## src/rtl/calc_pkg.sv

```systemverilog
// rtl/calc_pkg.sv - key indices, sequencer states and priority helper
package calc_pkg;

    localparam int KEY_CALC  = 0;
    localparam int KEY_PLUS  = 1;
    localparam int KEY_MINUS = 2;
    localparam int KEY_H     = 3;
    localparam int KEY_T     = 4;
    localparam int KEY_O     = 5;
    localparam int NUM_KEYS  = 6;

    typedef enum logic [1:0] {
        SEQ_IDLE  = 2'd0,
        SEQ_ISSUE = 2'd1,
        SEQ_LOCK  = 2'd2
    } seq_state_e;

    // Lowest index wins, so the key order above is also the priority order.
    function automatic logic [NUM_KEYS-1:0] pick_first(input logic [NUM_KEYS-1:0] req);
        logic [NUM_KEYS-1:0] g;
        g = '0;
        for (int i = NUM_KEYS - 1; i >= 0; i--) begin
            if (req[i]) begin
                g    = '0;
                g[i] = 1'b1;
            end
        end
        return g;
    endfunction

endpackage

```

## src/rtl/calc_key_sequencer_debounce.sv

```systemverilog
// rtl/calc_key_sequencer_debounce.sv - two-flop synchroniser plus counting debouncer
module btn_debounce #(
    parameter int DB_CYCLES = 250000,
    parameter int CNT_W     = 20
) (
    input  logic clk,
    input  logic rst,
    input  logic raw,
    output logic deb,
    output logic rise
);

    logic             meta_q;
    logic             sync_q;
    logic [CNT_W-1:0] cnt_q;

    always_ff @(posedge clk or negedge rst) begin
        if (!rst) begin
            meta_q <= 1'b0;
            sync_q <= 1'b0;
            cnt_q  <= '0;
            deb    <= 1'b0;
            rise   <= 1'b0;
        end else begin
            meta_q <= raw;
            sync_q <= meta_q;
            rise   <= 1'b0;
            if (sync_q == deb) begin
                cnt_q <= '0;
            end else if (cnt_q == CNT_W'(DB_CYCLES - 1)) begin
                deb   <= sync_q;
                rise  <= sync_q;
                cnt_q <= '0;
            end else begin
                cnt_q <= cnt_q + CNT_W'(1);
            end
        end
    end

endmodule

```

## src/rtl/calc_key_sequencer.sv

```systemverilog
// rtl/calc_key_sequencer.sv - debounce, auto-repeat, arbitrate and pulse calculator keys
module calc_key_sequencer
    import calc_pkg::*;
#(
    parameter int DB_CYCLES  = 250000,
    parameter int CNT_W      = 20,
    parameter int GAP        = 2,
    parameter int REPT_DELAY = 0,
    parameter int REPT_RATE  = 100000
) (
    input  logic clk,
    input  logic rst,
    input  logic btn_plus,
    input  logic btn_minus,
    input  logic btn_calc,
    input  logic btn_h,
    input  logic btn_t,
    input  logic btn_o,
    output logic plus,
    output logic minus,
    output logic calc,
    output logic h,
    output logic t,
    output logic o,
    output logic key_busy
);

    logic [NUM_KEYS-1:0] btn_v;
    logic [NUM_KEYS-1:0] deb_w;
    logic [NUM_KEYS-1:0] rise_w;
    logic [NUM_KEYS-1:0] rpt_ev;
    logic [NUM_KEYS-1:0] ev;

    assign btn_v = {btn_o, btn_t, btn_h, btn_minus, btn_plus, btn_calc};

    for (genvar k = 0; k < NUM_KEYS; k++) begin : g_key
        localparam bit RPT_EN = (REPT_DELAY > 0) && (k >= KEY_H);

        logic [CNT_W-1:0] rcnt_q;
        logic             rphase_q;
        logic             rev_q;

        btn_debounce #(
            .DB_CYCLES(DB_CYCLES),
            .CNT_W    (CNT_W)
        ) u_db (
            .clk (clk),
            .rst (rst),
            .raw (btn_v[k]),
            .deb (deb_w[k]),
            .rise(rise_w[k])
        );

        // Repeat timer: first threshold is the hold delay, then the repeat rate.
        always_ff @(posedge clk or negedge rst) begin
            if (!rst) begin
                rcnt_q   <= '0;
                rphase_q <= 1'b0;
                rev_q    <= 1'b0;
            end else begin
                rev_q <= 1'b0;
                if (!RPT_EN || !deb_w[k]) begin
                    rcnt_q   <= '0;
                    rphase_q <= 1'b0;
                end else if (rcnt_q == (rphase_q ? CNT_W'(REPT_RATE - 1)
                                                 : CNT_W'(REPT_DELAY - 1))) begin
                    rcnt_q   <= '0;
                    rphase_q <= 1'b1;
                    rev_q    <= 1'b1;
                end else begin
                    rcnt_q <= rcnt_q + CNT_W'(1);
                end
            end
        end

        assign rpt_ev[k] = rev_q;
    end

    assign ev = rise_w | rpt_ev;

    seq_state_e          state_q;
    logic [NUM_KEYS-1:0] pend_q, pend_d;
    logic [NUM_KEYS-1:0] sel_q;
    logic [NUM_KEYS-1:0] cmd_q;
    logic [CNT_W-1:0]    gap_q;
    logic [NUM_KEYS-1:0] grant;
    logic                take;

    // LOCK hands straight to ISSUE when work is waiting, so IDLE costs no cycle.
    always_comb begin
        grant  = pick_first(pend_q);
        take   = (|pend_q) && ((state_q == SEQ_IDLE) ||
                               (state_q == SEQ_LOCK && gap_q == '0));
        pend_d = (pend_q | ev) & ~(take ? grant : '0);
    end

    always_ff @(posedge clk or negedge rst) begin
        if (!rst) begin
            state_q <= SEQ_IDLE;
            pend_q  <= '0;
            sel_q   <= '0;
            cmd_q   <= '0;
            gap_q   <= '0;
        end else begin
            pend_q <= pend_d;
            cmd_q  <= '0;
            case (state_q)
                SEQ_IDLE: begin
                    if (take) begin
                        sel_q   <= grant;
                        state_q <= SEQ_ISSUE;
                    end
                end
                SEQ_ISSUE: begin
                    cmd_q   <= sel_q;
                    gap_q   <= CNT_W'(GAP - 1);
                    state_q <= SEQ_LOCK;
                end
                SEQ_LOCK: begin
                    if (gap_q != '0) begin
                        gap_q <= gap_q - CNT_W'(1);
                    end else if (take) begin
                        sel_q   <= grant;
                        state_q <= SEQ_ISSUE;
                    end else begin
                        state_q <= SEQ_IDLE;
                    end
                end
                default: state_q <= SEQ_IDLE;
            endcase
        end
    end

    assign calc     = cmd_q[KEY_CALC];
    assign plus     = cmd_q[KEY_PLUS];
    assign minus    = cmd_q[KEY_MINUS];
    assign h        = cmd_q[KEY_H];
    assign t        = cmd_q[KEY_T];
    assign o        = cmd_q[KEY_O];
    assign key_busy = (state_q != SEQ_IDLE) || (|pend_q);

endmodule
```

## config.mk

```make
export PLATFORM = sky130hd
export DESIGN_NAME = calc_key_sequencer
export DESIGN_NICKNAME = d
export VERILOG_FILES = /design/src/rtl/calc_pkg.sv /design/src/rtl/calc_key_sequencer_debounce.sv /design/src/rtl/calc_key_sequencer.sv
export SDC_FILE = /design/constraint.sdc
export NUM_CORES = 1
export LEC_CHECK = 0
export CAP_MARGIN = 10
export CORE_MARGIN = 3
export CORE_UTILIZATION = 62
export DETAILED_ROUTE_END_ITERATION = 16
export GPL_ROUTABILITY_DRIVEN = 0
export GPL_TIMING_DRIVEN = 0
export PLACE_DENSITY = 0.81
export SYNTH_ARGS = -nofsm -noshare
export SYNTH_HDL_FRONTEND = slang
export SYNTH_SLANG_ARGS = --single-unit
```

## constraint.sdc

```tcl
create_clock -name clk -period 2.1 [get_ports clk]
set_input_delay 0.42 -clock clk [delete_from_list [all_inputs] [get_ports clk]]
set_output_delay 0.42 -clock clk [all_outputs]
set_load 0.03 [all_outputs]
```

Yosys cells after proc, flatten, opt, wreduce, memory -nomap -nowiden
Cells that the tools add are included.
- register bits after elaboration: 184
- bits of input ports: 8
- multiplexer cells: 41
- $add $sub $neg: 7
- bitwise gates (word level): 9
- reduce and logical (&&, ||, !) cells: 20
- equality and inequality tests: 17
- operator list (cell ; number):
    $mux W20 ; 13
    $add A20 B1 Y20 const B ; 6
    $eq A20 B18 Y1 const B ; 6
    $mux W6 ; 10
    $pmux W20 S2 ; 1
    $logic_not A20 Y1 ; 1
    $reduce_bool A20 Y1 ; 1
    $sub A20 B1 Y20 const B ; 1
    $reduce_and A2 Y1 ; 9
    $mux W1 ; 13
    $pmux W6 S2 ; 1
    $and A6 B6 Y6 ; 1
    $eq A1 B1 Y1 ; 6
    $not A1 Y1 ; 6
    $not A6 Y6 ; 1
    $or A6 B6 Y6 ; 1
    $pmux W2 S3 ; 1
    $reduce_bool A2 Y1 ; 3
    $reduce_or A6 Y1 ; 1
    $mux W2 ; 2
    $ne A2 B2 Y1 const B ; 2
    $eq A2 B1 Y1 const B ; 1
    $eq A2 B2 Y1 const B ; 1
    $logic_and A1 B1 Y1 ; 2
    other kinds (3) ; 4

Depth between registers and ports, before layout
- depth in word-level cells: 9
- depth in mapped cells: 8
- depth with buffers taken out: 7

By module
A second synthesis with hierarchy kept.
- cell total of the unflattened synthesis: 850
- area, all modules: 8947.3 um2
- by module, submodules not included (module ; cells each ; times used ; seq. area each (um2) ; area each (um2)):
    btn_debounce ; 110 ; 6 ; 600.6 ; 1148.6
    calc_key_sequencer ; 190 ; 1 ; 1001.0 ; 2055.7

Least setup slack after synthesis
No wires, ideal clock.
- path type: flip-flop to output port
- start: register pend_q[0]
- end: output port key_busy
- path buffers: 0
- slack: 66 ps
- required time: 1680 ps
- stages on the path, launching flop included: 4
- arrival time: 1614 ps
- cells stage by stage: dfrtp_1 or3_1 or3_1 or3_1
- longest elaborated chain between the ends: 2
- ends and longest elaborated chain (what ; line ; text):
    start: declaration ; calc_key_sequencer.sv:82 ; logic [NUM_KEYS-1:0] pend_q, pend_d;
    start signal: assignment ; calc_key_sequencer.sv:105 ; pend_q <= pend_d;
    $reduce_or A6 Y1 ; calc_key_sequencer.sv:140 ; assign key_busy = (state_q != SEQ_IDLE) || (|pend_q);
    $logic_or A1 B1 Y1 ; calc_key_sequencer.sv:140 ;
    end: declaration ; calc_key_sequencer.sv:25 ; output logic key_busy
No other way between the ends.

Worst setup path after layout
- start: register pend_q[2]
- end: output port key_busy
Same word-level chain as after synthesis.

==> impl_results.md <==
- Status: complete, but fails checks
- Violated checks: setup timing
- Synthesized cell area: 8484 um2
- Layout net count: 899
- Pwr/cell area: 734.7 nW/um2
- Ys async rst share: between 90% and 100%
- Die Width: 123.0 um
- Post-synthesis compound-gate area fraction: 4.159%
- Clock power frac: 47.9%
- Slew @ Worst Pin: 681.9 ps
- Pint: 5.811 mW
- Main flop type after synthesis: dfrtp_1
- Max-cap viol count: 0
- CTS root buf: clkbuf_16
- Via count: 6390
- RSZ-0062 raised after global routing: true
- Worst VDD drop: around 0.57 mV
- Req. time, crit path: 1680 ps
- Initial DRC count: 601
- CTS Buf Count: 17
- # diodes: 0
- Commonest cells in the netlist: dfrtp_1, nor2_1, xnor2_1, xor2_1, nand3_1
- Hold path start: g_key[1].u_db.meta_q
- Final Hold Fails: 0
- Top-count cell post-synth: dfrtp_1
- R2R Path Start: gap_q[6]
- Largest net degree at the start of global routing: 132
- Post-Synth XOR/XNOR Area: 11.66%
- Number of synthesized register bits: 184
- Simple-gate share of the synthesized area: 25.85%
- Worst Hold Class: register to register
- Utilization after layout: between 70% and 80%
- Share of cells above drive strength 1: 15.07%
- Psw: 1.536 mW
- Post-synthesis sequential area ratio: a little over half
- Vias per cell: about 6.0
- Adder-Cell Fraction of Synth Area: 1.180%
- Post-Route WL: 17760 um
- Sink Count: 184
- Initial Utilization: 63.82%
- Area Overhead vs Synth: 17.86%
- Top area cells in the synthesized netlist: dfrtp_1, nor2_1, xnor2_1
- Yosys top cell area share: 54.27%
- Clock transition at the registers of the reported paths: 70 ps
- Power share of the sequential group: approximately half
- Largest family of logic cells by synthesized area: simple AND/OR/NAND/NOR gates
- Crit path max fanout: 4
- Worst Hold Depth: 0
- Synth Instances: slightly above 800
- # setup viols final: 1
- Antenna-violating nets left: 0
- Remaining DRCs: 0
- Pre-antenna DRT Iters: 7
- Worst hold path endpoint: g_key[1].u_db.sync_q
- Die area: 15120 um2
- GRT Overall Usage: about a quarter
- Vias in the first global route: 6348
- First-pass GRT wire length: roughly 29000 um
- CP Launch Type: register
- Critical path type: register to output port
- Finished Cell Area: 10000 um2
- Mux cell area share after synthesis: 1.165%
- Total congestion overflow: 0
- Leak Pwr: 4.413 nW
- Minimum clock period: around 2500 ps
- Worst EP arrival: ~2100 ps
- Reg2Reg Depth: 6
- Wire length per cell: 16.57 um
- TritonCTS clock tree: yes
- Top Ports: 15
- Clock buffer depth: 2
- Setup WS post-layout: -391.8 ps
- Switching share of power: 20.90%
- Core Footprint: 13300 um2
- Fmax achieved: roughly 400 MHz
- Die Ht: ~120 um
- Synth area leader: dfrtp_1
- Antenna violations before repair: 0
- Rows: 42
- Dpl cell area: between 8000 and 9000 um2
- Library cells used by synthesis: 53
- Combinational power share: 2.8%
- Mapped Avg Cell Area: 10.35 um2
- EDFF count, synth: 0
- Crit. End Element: output port
- Slew margin rel.: 54.19%
- Final Skew: 7.795 ps
- Synth Warn #: 0
- Slew Limit Fails: 0
- Final Cycle Share: 118.7%
- Synth Net Count: 836
- Port Buffers: 14
- R2R Setup Slk: 30 ps
- RR Endpoint: gap_q[15]
- Final HPWL DP: about 11000 um
- H-tree depth: 4
- Clk Latency, worst-skew pair: between 400 and 500 ps
## cells in the final DEF, fill, tap and decap left out, drive strengths merged, types with 10 or more instances in the layout
cell,n
xor2,55
o21ai,12
nor3,34
buf,39
nand4,26
and3,24
xnor2,58
clkdlybuf4s50,12
dfrtp,184
clkbuf,26
nor4,15
and4,10
inv,21
nand2,46
nor2,151
and2,10
nand3,51
## metrics by stage
step / hold WS [ps] / setup slack, ps / setup TNS, ps / instances / power [mW]
2_1_floorplan: 124.4 / 66.42 / 0 / 820 / 3.756
3_3_place_gp: 332.0 / -6525 / -1200340 / 1010 / 3.859
3_5_place_dp: 337.0 / -479.9 / -5823 / 1011 / 3.875
4_1_cts: 352.0 / -382.8 / -384.3 / 1055 / 7.381
5_1_grt: 355.4 / -455.5 / -941.0 / 1072 / 7.577
6_report: 349.4 / -391.8 / -391.8 / 1072 / 7.347
## final cells by class
type | instances | area, um2
timing repair buffer | 47 | 416.7
multi-input combinational | 603 | 3953
fill | 871 | 3296
inverter | 18 | 67.56
buffer | 12 | 75.07
sequential | 184 | 4611
tap | 176 | 220.2
clock inverter | 13 | 214.0
clock buffer | 19 | 442.9
## how the worst max path moves through the flow
stage | startpoint | to | cells after the start
floorplan | pend_q[0] | key_busy | 3
global placement | rst | g_key[2].u_db.cnt_q[17] | 1
detailed placement | pend_q[0] | key_busy | 4
CTS | pend_q[0] | key_busy | 4
global route | pend_q[0] | key_busy | 4
finish | pend_q[2] | key_busy | 4
## sequential cells by signal, indices dropped and copies added (netlist names)
signal,count
gap_q,20
state_q,2
g_key.u_db.deb,6
g_key.u_db.cnt_q,120
g_key.u_db.rise,6
g_key.u_db.meta_q,6
sel_q,6
g_key.u_db.sync_q,6
cmd_q,6
pend_q,6
## routing by layer
layer	track usage, %	vias to the layer above	routed length, um
met2	41.58	180	9149
met5	0	-	0
met1	30.53	3189	7606
li1	-	2979	-
met3	5.078	42	670
met4	8.166	0	338
## power by group through the flow
stage / sequential [mW] / combinational (mW) / clock (mW)
after CTS: 3.62 / 0.198 / 3.56
after detailed placement: 3.68 / 0.190 / 0
final: 3.62 / 0.205 / 3.52
after global placement: 3.68 / 0.175 / 0
after global routing: 3.62 / 0.235 / 3.72
after floorplan: 3.68 / 0.0799 / 0
## logic make-up (layout without fill, tap and decap cells)
logic type,after synthesis,after routing
simple gates,424,424
flops,184,184
xor+xnor,113,113
compound gates,49,49
buf+inv,33,109
mux,9,9
fa+ha+maj,8,8
## critical path, cell delays in order (launching register included)
cell and delay [ps]:
dfrtp_1 400, or3_4 380, or3_4 370, or3_4 350, buf_6 150
## what timing repair did
item                       4_1_cts  5_1_grt
gates resized for setup         32       27
pin swaps                        6       14
hold endpoints to repair        53        0
hold buffers                     1        0
setup endpoints to repair       69       89
buffers inserted                12       19
Power figures use the tool's default switching activity.
==> RTL edit (config.mk and constraints unchanged) <==
Re-encode `seq_state_e` (3 states) as one-hot, 3 bits wide.
--- a/src/rtl/calc_pkg.sv
+++ b/src/rtl/calc_pkg.sv
@@ -10,8 +10,8 @@
     localparam int NUM_KEYS  = 6;
 
-    typedef enum logic [1:0] {
-        SEQ_IDLE  = 2'd0,
-        SEQ_ISSUE = 2'd1,
-        SEQ_LOCK  = 2'd2
+    typedef enum logic [2:0] {
+        SEQ_IDLE  = 3'b001,
+        SEQ_ISSUE = 3'b010,
+        SEQ_LOCK  = 3'b100
     } seq_state_e;
 
Function: same outputs for any inputs over 10 cycles, from zero or initial values and one cycle with rst low; not proved beyond that.
==> RTL edit against the original RTL <==
The run still ends with negative setup slack left; global-route usage is 1.0 points higher; clock skew is 2.7 ps higher; via count is 3.4% higher; worst setup slack better by 55 ps; synthesized area is 0.62% lower; design area is 2.4% higher; sequential cell count is 1 higher; wire length is 10% higher; total power is 4.2% lower; sequential share of layout area is 0.77 points lower; clock power is 9.4% lower; largest cell class unchanged; highest routed layer unchanged.
==> RTL edit: results (changes against the original RTL) <==
<table>
<tr><th>Metric</th><th>Value</th></tr>
<tr><th colspan="2">Power and ir drop</th></tr>
<tr><td>Comb. pwr</td><td>0.209 mW (+2%)</td></tr>
<tr><td>Internal cell power</td><td>5.52 mW (-5.0%)</td></tr>
<tr><td>Power consumed by the clock network</td><td>3.19 mW (-9.4%)</td></tr>
<tr><td>Peak supply drop</td><td>570 µV (about the same)</td></tr>
<tr><th colspan="2">Worst setup path</th></tr>
<tr><td>CP Launch Point</td><td>gap_q[2]</td></tr>
<tr><td>Worst reg2reg path startpoint</td><td>gap_q[2]</td></tr>
<tr><td>Critical path data arrival time</td><td>2720 ps (+650 ps)</td></tr>
<tr><td>Kind of capture point of the worst setup path</td><td>flop</td></tr>
<tr><td>Endpoint of the lowest-slack register-to-register path</td><td>gap_q[19]</td></tr>
<tr><th colspan="2">Routing</th></tr>
<tr><td>Per-cell routed wire length</td><td>17.9 µm (+8.3%)</td></tr>
<tr><td>Number of vias per cell after detailed routing</td><td>6.04 (+1.4%)</td></tr>
<tr><td>Total met2 wirelength after detailed routing</td><td>10.1 mm (+11%)</td></tr>
<tr><th colspan="2">Placement</th></tr>
<tr><td>Post-placement worst setup slack</td><td>-423 ps (+56.7 ps)</td></tr>
<tr><td>Detailed Place HPWL</td><td>10.6 mm (-0.98%)</td></tr>
<tr><th colspan="2">Yosys</th></tr>
<tr><td>Mux contribution to synthesized area</td><td>0.00935 (-0.00230)</td></tr>
<tr><td>Cell types occupying the most area after synthesis</td><td>sky130_fd_sc_hd__dfrtp_1, sky130_fd_sc_hd__nor2_1, sky130_fd_sc_hd__xor2_1</td></tr>
<tr><td>Most frequent cells after synthesis</td><td>sky130_fd_sc_hd__dfrtp_1, sky130_fd_sc_hd__nor2_1, sky130_fd_sc_hd__xor2_1</td></tr>
<tr><td>Synth cell types</td><td>57 (+7.5%)</td></tr>
<tr><td>Sequential-to-total area share from yosys stat</td><td>0.549 (+0.00650)</td></tr>
<tr><td>Synthesized-area fraction occupied by adder cells</td><td>0.0119 (+0.0000735)</td></tr>
<tr><td>Parity-gate share of the synthesized area counting xor and xnor cells</td><td>0.119 (+0.00280)</td></tr>
<tr><th colspan="2">STA</th></tr>
<tr><td>Crit path setup slack, layout</td><td>-337 ps (+55.0 ps)</td></tr>
<tr><td>Worst Clk Skew</td><td>10.5 ps (+2.75 ps)</td></tr>
<tr><td>Worst slew margin relative to its limit</td><td>0.470 (-0.0714)</td></tr>
<tr><td>Setup violation total in the final timing report</td><td>34 (+33)</td></tr>
<tr><th colspan="2">Run status</th></tr>
<tr><td>Violated checks</td><td>negative setup slack</td></tr>
<tr><td>Outcome</td><td>finished with violations</td></tr>
<tr><th colspan="2">Cells and area</th></tr>
<tr><td>Net count of the finished layout</td><td>924 (+2.8%)</td></tr>
</table>
[RTL edit: changes by cell type in the layout (fill, tap and decap cells not counted), sizes merged, moves of 6 or more]
cell	before	now
a21oi	8	15
and4	10	3
buf	39	56
nand2	46	60
nor2	151	166
nor3	34	17
o31ai	7	1
xnor2	58	46
xor2	55	69
[RTL edit: final cells by class]
type                    count  area, µm²
multi-input cells         614       4080
flip-flops and latches    185       4640
clock inverters            11        118
clock buffers              21        470
plain buffers              11       82.6
inverters                  15       68.8
fillers                   737       2740
repair buffers             64        568
well taps                 172        215
[RTL edit: stage by stage]
step	instances	area [µm²]	utilization	total power, mW
2_1_floorplan	831	8480	-	3.78
3_3_place_gp	1017	8830	0.681	3.88
3_5_place_dp	1018	8870	0.683	3.90
4_1_cts	1065	9800	0.755	7.06
5_1_grt	1093	10200	0.789	7.27
6_report	1093	10200	0.789	7.04
[RTL edit: metal layers]
layer,GRT usage,up-vias
li1,-,3009
met1,0.320,3262
met2,0.421,255
met3,0.0544,79
met4,0.102,0
met5,0,-
